[src/rtl/rr_req_gnt_arbiter.sv]
// Round-robin req/gnt arbiter with registered one-hot grant, hold timeout and revoke blocking.
// Define RR_ARB_ASSERT_EN to elaborate the embedded SVA checkers.
module rr_req_gnt_arbiter #(
  parameter int unsigned NUM_REQ  = 4,
  parameter int unsigned MAX_HOLD = 8,
  localparam int unsigned CNT_W   = $clog2(MAX_HOLD + 1),
  localparam int unsigned ID_W    = $clog2(NUM_REQ)
) (
  input  logic               clk,
  input  logic               reset,
  input  logic [NUM_REQ-1:0] req,
  output logic [NUM_REQ-1:0] gnt,
  output logic [ID_W-1:0]    gnt_id,
  output logic               busy,
  output logic               timeout,
  output logic [NUM_REQ-1:0] blocked
);

  typedef enum logic [1:0] {StIdle, StGrant, StGap} state_e;

  state_e             state_q, state_d;
  logic [NUM_REQ-1:0] gnt_q, gnt_d;
  logic [ID_W-1:0]    gnt_id_q, gnt_id_d;
  logic [ID_W-1:0]    ptr_q, ptr_d;
  logic [CNT_W-1:0]   hold_q, hold_d;
  logic               timeout_q, timeout_d;
  logic [NUM_REQ-1:0] blocked_q, blocked_d;

  logic [NUM_REQ-1:0] eligible;
  logic               pick_found;
  logic [ID_W-1:0]    pick_idx;

  // (base + off) mod NUM_REQ, valid for any NUM_REQ, not just powers of two.
  function automatic logic [ID_W-1:0] wrap_add(input logic [ID_W-1:0] base,
                                               input logic [ID_W:0]   off);
    logic [ID_W:0] sum;
    sum = {1'b0, base} + off;
    if (sum >= (ID_W + 1)'(NUM_REQ)) begin
      sum = sum - (ID_W + 1)'(NUM_REQ);
    end
    return sum[ID_W-1:0];
  endfunction

  assign eligible = req & ~blocked_q;

  always_comb begin
    pick_found = 1'b0;
    pick_idx   = '0;
    for (int k = 0; k < NUM_REQ; k++) begin
      logic [ID_W-1:0] cand;
      cand = wrap_add(ptr_q, (ID_W + 1)'(k));
      if (!pick_found && eligible[cand]) begin
        pick_found = 1'b1;
        pick_idx   = cand;
      end
    end
  end

  always_comb begin
    state_d   = state_q;
    gnt_d     = gnt_q;
    gnt_id_d  = gnt_id_q;
    ptr_d     = ptr_q;
    hold_d    = hold_q;
    timeout_d = 1'b0;
    // A channel is unblocked on any edge where its request is seen low.
    blocked_d = blocked_q & req;

    case (state_q)
      // The single gap cycle also arbitrates at its exit edge, so grants are
      // separated by exactly one gnt=0 cycle when requests are pending.
      StIdle, StGap: begin
        if (pick_found) begin
          gnt_d           = '0;
          gnt_d[pick_idx] = 1'b1;
          gnt_id_d        = pick_idx;
          hold_d          = CNT_W'(1);
          state_d         = StGrant;
        end else begin
          state_d = StIdle;
        end
      end
      StGrant: begin
        if (!req[gnt_id_q]) begin
          gnt_d   = '0;
          ptr_d   = wrap_add(gnt_id_q, (ID_W + 1)'(1));
          hold_d  = '0;
          state_d = StGap;
        end else if (hold_q == CNT_W'(MAX_HOLD)) begin
          gnt_d               = '0;
          ptr_d               = wrap_add(gnt_id_q, (ID_W + 1)'(1));
          hold_d              = '0;
          timeout_d           = 1'b1;
          blocked_d[gnt_id_q] = 1'b1;
          state_d             = StGap;
        end else begin
          hold_d = hold_q + 1'b1;
        end
      end
      default: state_d = StIdle;
    endcase
  end

  always_ff @(posedge clk or posedge reset) begin
    if (reset) begin
      state_q   <= StIdle;
      gnt_q     <= '0;
      gnt_id_q  <= '0;
      ptr_q     <= '0;
      hold_q    <= '0;
      timeout_q <= 1'b0;
      blocked_q <= '0;
    end else begin
      state_q   <= state_d;
      gnt_q     <= gnt_d;
      gnt_id_q  <= gnt_id_d;
      ptr_q     <= ptr_d;
      hold_q    <= hold_d;
      timeout_q <= timeout_d;
      blocked_q <= blocked_d;
    end
  end

  assign gnt     = gnt_q;
  assign gnt_id  = gnt_id_q;
  assign busy    = |gnt_q;
  assign timeout = timeout_q;
  assign blocked = blocked_q;

`ifdef RR_ARB_ASSERT_EN
  localparam int unsigned FairBound = NUM_REQ * (MAX_HOLD + 2);

  a_onehot: assert property (@(posedge clk) disable iff (reset) $onehot0(gnt))
    else $error("rr_req_gnt_arbiter: gnt not onehot0, gnt=%b", gnt);

  a_timeout_fall: assert property (@(posedge clk) disable iff (reset) timeout |-> $fell(busy))
    else $error("rr_req_gnt_arbiter: timeout without gnt fall, channel %0d", gnt_id);

  for (genvar i = 0; i < NUM_REQ; i++) begin : g_chk
    int unsigned wait_q;
    int unsigned run_q;

    always_ff @(posedge clk or posedge reset) begin
      if (reset) begin
        wait_q <= 0;
        run_q  <= 0;
      end else begin
        wait_q <= (gnt[i] || !req[i] || blocked[i]) ? 0 : wait_q + 1;
        run_q  <= gnt[i] ? run_q + 1 : 0;
      end
    end

    a_fair: assert property (@(posedge clk) disable iff (reset) wait_q < FairBound)
      else $error("rr_req_gnt_arbiter: channel %0d starved", i);

    a_hold: assert property (@(posedge clk) disable iff (reset) run_q <= MAX_HOLD)
      else $error("rr_req_gnt_arbiter: channel %0d held gnt too long", i);
  end
`endif

endmodule

[config.mk]
export PLATFORM = sky130hd
export DESIGN_NAME = rr_req_gnt_arbiter
export DESIGN_NICKNAME = d
export VERILOG_FILES = /design/src/rtl/rr_req_gnt_arbiter.sv
export SDC_FILE = /design/constraint.sdc
export NUM_CORES = 1
export LEC_CHECK = 0
export BUFFER_PORTS_ARGS = -buffer_cell sky130_fd_sc_hd__buf_2
export CAP_MARGIN = 5
export CORE_MARGIN = 10
export CORE_UTILIZATION = 57
export CTS_BUF_LIST = sky130_fd_sc_hd__clkbuf_8
export DETAILED_ROUTE_END_ITERATION = 10
export PLACE_DENSITY = 0.85
export SLEW_MARGIN = 20
export SYNTH_ARGS = -nofsm -noshare
export SYNTH_HDL_FRONTEND = slang
export SYNTH_SLANG_ARGS = --single-unit
[constraint.sdc]
create_clock -name clk -period 1.9 [get_ports clk]
set_input_delay 0.285 -clock clk [delete_from_list [all_inputs] [get_ports clk]]
set_output_delay 0.285 -clock clk [all_outputs]
set_load 0.005 [all_outputs]
---- After elaboration in Yosys (flattened, before gate mapping) ----
Index checks and enable logic that the tools add are counted.
word-level totals
  register bits after elaboration ......... 19
  latch bits .............................. 0
  bits in writable memories ............... 0
  input bits .............................. 6
  output and inout bits ................... 12
  memory bits (read-only) ................. 0
  memories kept ........................... 0
  word-level logic and storage cells ...... 103
cells by class
  reduce and logical (&&, ||, !) cells .... 16
  multipliers ............................. 0
  $add $sub $neg .......................... 10
  div/mod/pow operators ................... 0
  multiplexer cells ....................... 47
  equal/unequal tests ..................... 6
  bitwise gates (word level) .............. 4
  shift-type cells ........................ 0
  order comparisons ....................... 13
operators with widths
  operator                                                           count
  2-to-1 mux 4 bit                                                   9
  2-to-1 mux 2 bit                                                   13
  < comparator 2 x 3 -> 1 bit, second input constant                 6
  case mux 4 bit (2 select lines)                                    2
  2-to-1 mux 1 bit                                                   15
  greater-or-equal comparator 3 bit, second input constant           4
  binary-select mux 1 bit (select 2 bit)                             5
  subtractor 2 x 1 -> 2 bit, second input constant                   5
  AND 4 bit                                                          2
  adder 2 x 1 -> 3 bit, second input constant                        2
  adder 2 x 2 -> 3 bit, second input constant                        2
  AND reduction 2 bit                                                3
  logical AND 1 bit                                                  5
  adder 4 x 1 -> 4 bit, second input constant                        1
  demux 1 bit (select 2 bit)                                         2
  == test 4 bit, second input constant                               1
  greater-or-equal comparator 2 x 1 -> 1 bit, second input constant  2
  inverter 4 bit                                                     1
  bitwise OR 4 bit                                                   1
  case mux 2 bit (2 select lines)                                    1
  OR reduction 4 bit                                                 1
  greater-or-equal comparator 2 x 3 -> 1 bit, second input constant  1
  zero test 1 bit                                                    3
  != test 3 bit, second input constant                               1
  8 further kinds                                                    8

---- Logic depth before layout (Yosys ltp) ----
  word-level depth ........................ 20
  depth in mapped cells ................... 6
  mapped depth without buffers ............ 6

---- Worst setup path before layout ----
Ideal clock, no wire load.
  kind .................................... reg2reg
  start point ............................. register gnt_id_q[1], in the netlist gnt_id[1]
  end point ............................... register ptr_q[1]
  arrival ................................. 1.548 ns
  setup time .............................. 0.125 ns
  cell stages (with the launch flop) ...... 4
  buffers on the path ..................... 0
  setup slack ............................. 0.227 ns
  path through ............................ dfrtp_1 -> mux4_2 -> a21boi_4 -> mux2_4
between the ends
  cells in the longest elaborated chain, start to end .. 5
ends and longest elaborated chain
  what                                                                                   line    source
  start, declared                                                                        23      logic [ID_W-1:0] gnt_id_q, gnt_id_d;
  start signal, assigned                                                                 116     gnt_id_q <= gnt_id_d;
  adder 2 x 1 -> 3 bit                                                                   37      sum = {1'b0, base} + off;
  greater-or-equal comparator 3 bit / subtractor 2 x 1 -> 2 bit (equally long branches)  38, 39
  2-to-1 mux 2 bit                                                                       38      if (sum >= (ID_W + 1)'(NUM_REQ)) begin
  2-to-1 mux 2 bit                                                                       89      end else if (hold_q == CNT_W'(MAX_HOLD)) begin
  2-to-1 mux 2 bit                                                                       84      if (!req[gnt_id_q]) begin
  end signal, assigned                                                                   117     ptr_q <= ptr_d;
  end, declared                                                                          24      logic [ID_W-1:0] ptr_q, ptr_d;
Several ways; a longest one is shown, not always the timed one. The select of a mux whose other input is x is not followed.
A chain may end at the register's enable or synchronous reset.

---- Worst setup path after layout ----
Ends and elaborated chain as after synthesis.

==> out/metrics.csv <==
metric,value,unit
r2r_cells,3,
syn_to_final_growth,15.5,%
timing.final.ws_setup,0.248,ns
syn_area,0.00104,mm²
rsz0062_at_grt,false,
cts_htree_levels,1,
ant_nets,0,
synth_async_sr_flop_share,100,%
grt_pass1_wl,3860,µm
slew_viol_final,0,
vias,839,
ys_seq_area_share,45.9,%
reg2reg_to,ptr_q[1]$_DFFE_PP0P_,
endpoint,ptr_q[1]$_DFFE_PP0P_,
p_seq_share,41.5,%
synth.area.top_cells,"dfrtp_1 (46%), ha_1 (7.2%), a22o_1 (4.2%)",
cts.clk_slew.worst_paths,0.07,ns
tightest_slew,0.755,ns
cts_hold_buf,0,
dp_cells,137,
row_count,15,
die-area,0.00392,mm²
synth_top_area_share,45.9,%
ir_drop,0.809,mV
coreArea,0.00173,mm²
cp.arrival,1.79,ns
design_area,0.00120,mm²
synth.most_common_cell,dfrtp_1,
syn_area_per_cell,10.8,µm²
yosys-top-cells-count,"dfrtp_1 (19), nand2_1 (9), ha_1 (6), o21ai_0 (6)",
io_pins,18,
port_buffers,17,
wl_per_cell,16.3,µm
routabilityCongestion,0.816,
drive_gt1_share,23.3,%
instances_no_fill,141,
drtIter0Drc,24,
critPathLaunchType,register,
tns,0,ns
max_cap_viol_count,0,
min_period,1.65,ns
status,completed,
end_kind,register,
place_area,0.00115,mm²
synth_cell_types,35,
finalCritPeriodShare,87.0,%
initial_utilization,60.0,%
r2r_start,gnt_id[1]$_DFFE_PP0P_,
synth_nets,108,
cts_setup_buffers,0,
track_usage,11.8,%
p_int,1.02,mW
cp_max_fo,6,
dp_slack,0.237,ns
p_clk_share,16.5,%
dr.pass1.iters,5,
cts_tree,yes,
syn_inst,96,
antenna_cells,0,
nets,129,
rrSetupSlack,0.25,ns
seqCellArea,475,µm²
clock-root-buffer,clkbuf_8,
synth_seq_cells,19,
max_slew_margin,49.6,%
min_path_type,input port to async pin,
viasPerCell,5.95,
first_global_vias,860,
synth_flop_cell,dfrtp_1,
gr-total-overflow,0,
hpwlAfterDp,1770,µm
cts.sinks,19,
hold_viol_final,0,
finalSetupViolCount,0,
fillers,144,
grt_max_degree,20,
combPwrFrac,42.0,%
max_freq,605,MHz
numCtsBuffers,3,
cts_resized,0,
synth_edf_count,0,
drc_errors,0,
power_switching_share,38.7,%
critPathKind,register to register,
insertion_delay,0.25,ns
p_leak,0.592,nW
clockBufferDepth,2,
netSwitchingPower,640,µW
synth.largest_area_cell,dfrtp_1,
die_w,62.6,µm
die_h,62.6,µm
required,2.04,ns
yosys_warnings,0,
worst_clock_skew,0.00248,ns
drt-total-wl,2290,µm
power_density,1380,mW/mm²
cp-startpoint,gnt_id[1]$_DFFE_PP0P_,
multi_input_area,532,µm²
antenna_found_initial,0,
-- power by group through the flow --
| stage | registers, mW | logic (mW) | clock network [mW] |
|---|---|---|---|
| floorplan | 0.639 | 0.521 | 0 |
| global placement | 0.677 | 0.670 | 0 |
| detailed placement | 0.691 | 0.702 | 0 |
| CTS | 0.684 | 0.703 | 0.285 |
| global route | 0.709 | 0.790 | 0.299 |
| finish | 0.687 | 0.696 | 0.274 |
-- registers in the layout, indices dropped and copies added (netlist names) --
signal	cells
timeout	1
gnt	4
state_q	2
blocked	4
hold_q	4
ptr_q	2
gnt_id	2
-- worst max-delay path, stage by stage, from the launching register on --
cell and delay (ns):
dfrtp_1 0.45, mux4_2 0.61, a21boi_4 0.18, mux2_4 0.30
-- metrics by stage --
step                power [mW]  hold slack [ns]  util [%]
finish                    1.66            0.152      69.3
global route              1.80            0.195      69.3
CTS                       1.67            0.159      69.3
detailed placement        1.39            0.444      66.6
global placement          1.35            0.423      66.6
floorplan                 1.16            0.236         -
-- cell usage in the layout (no fill, tap or decap), types with 3 or more instances in the layout --
cell type  count
a21oi_1        5
a22o_1         5
buf_2         17
clkbuf_8       3
dfrtp_1       19
ha_1           6
inv_1          5
nand2_1        9
nand2b_1       4
nor2b_1        3
o21ai_0        6
-- cell type report --
cell class / count / share of cell area (%)
multi-input combinational: 70 / 44.5
sequential: 19 / 39.7
timing repair buffer: 18 / 7.74
clock buffer: 3 / 3.45
tap: 25 / 2.62
inverter: 5 / 1.57
clock inverter: 1 / 0.418
-- metal layers --
layer  share of wire [%]  global-route usage [%]  up-vias
met1                  41                    12.1      417
met2                  53                    21.2       15
li1                    -                       -      401
met5                   0                       0        -
met4                 2.3                    6.70        0
met3                 3.5                    3.05        6
-- worst min path at each step --
stage	slack (ns)	cells past startpoint	endpoint	start
CTS	0.16	2	hold_q[0]$_DFFE_PP0P_	reset
global route	0.19	2	hold_q[0]$_DFFE_PP0P_	reset
finish	0.15	2	blocked[2]$_DFF_PP0_	reset
detailed placement	0.44	2	timeout$_DFF_PP0_	reset
global placement	0.42	2	timeout$_DFF_PP0_	reset
floorplan	0.24	1	blocked[0]$_DFF_PP0_	reset
-- logic make-up after synthesis --
logic type               after synthesis  share of synthesized area (%)
multiplexers                           4                           5.68
flip-flops                            19                           45.9
AND/OR/NAND/NOR                       29                           15.3
adder cells (fa/ha/maj)                6                           7.25
buffers and inverters                  7                           2.78
AO/OA/AOI/OAI                         31                           23.1
Note: power is estimated with default switching activity, not from simulation.
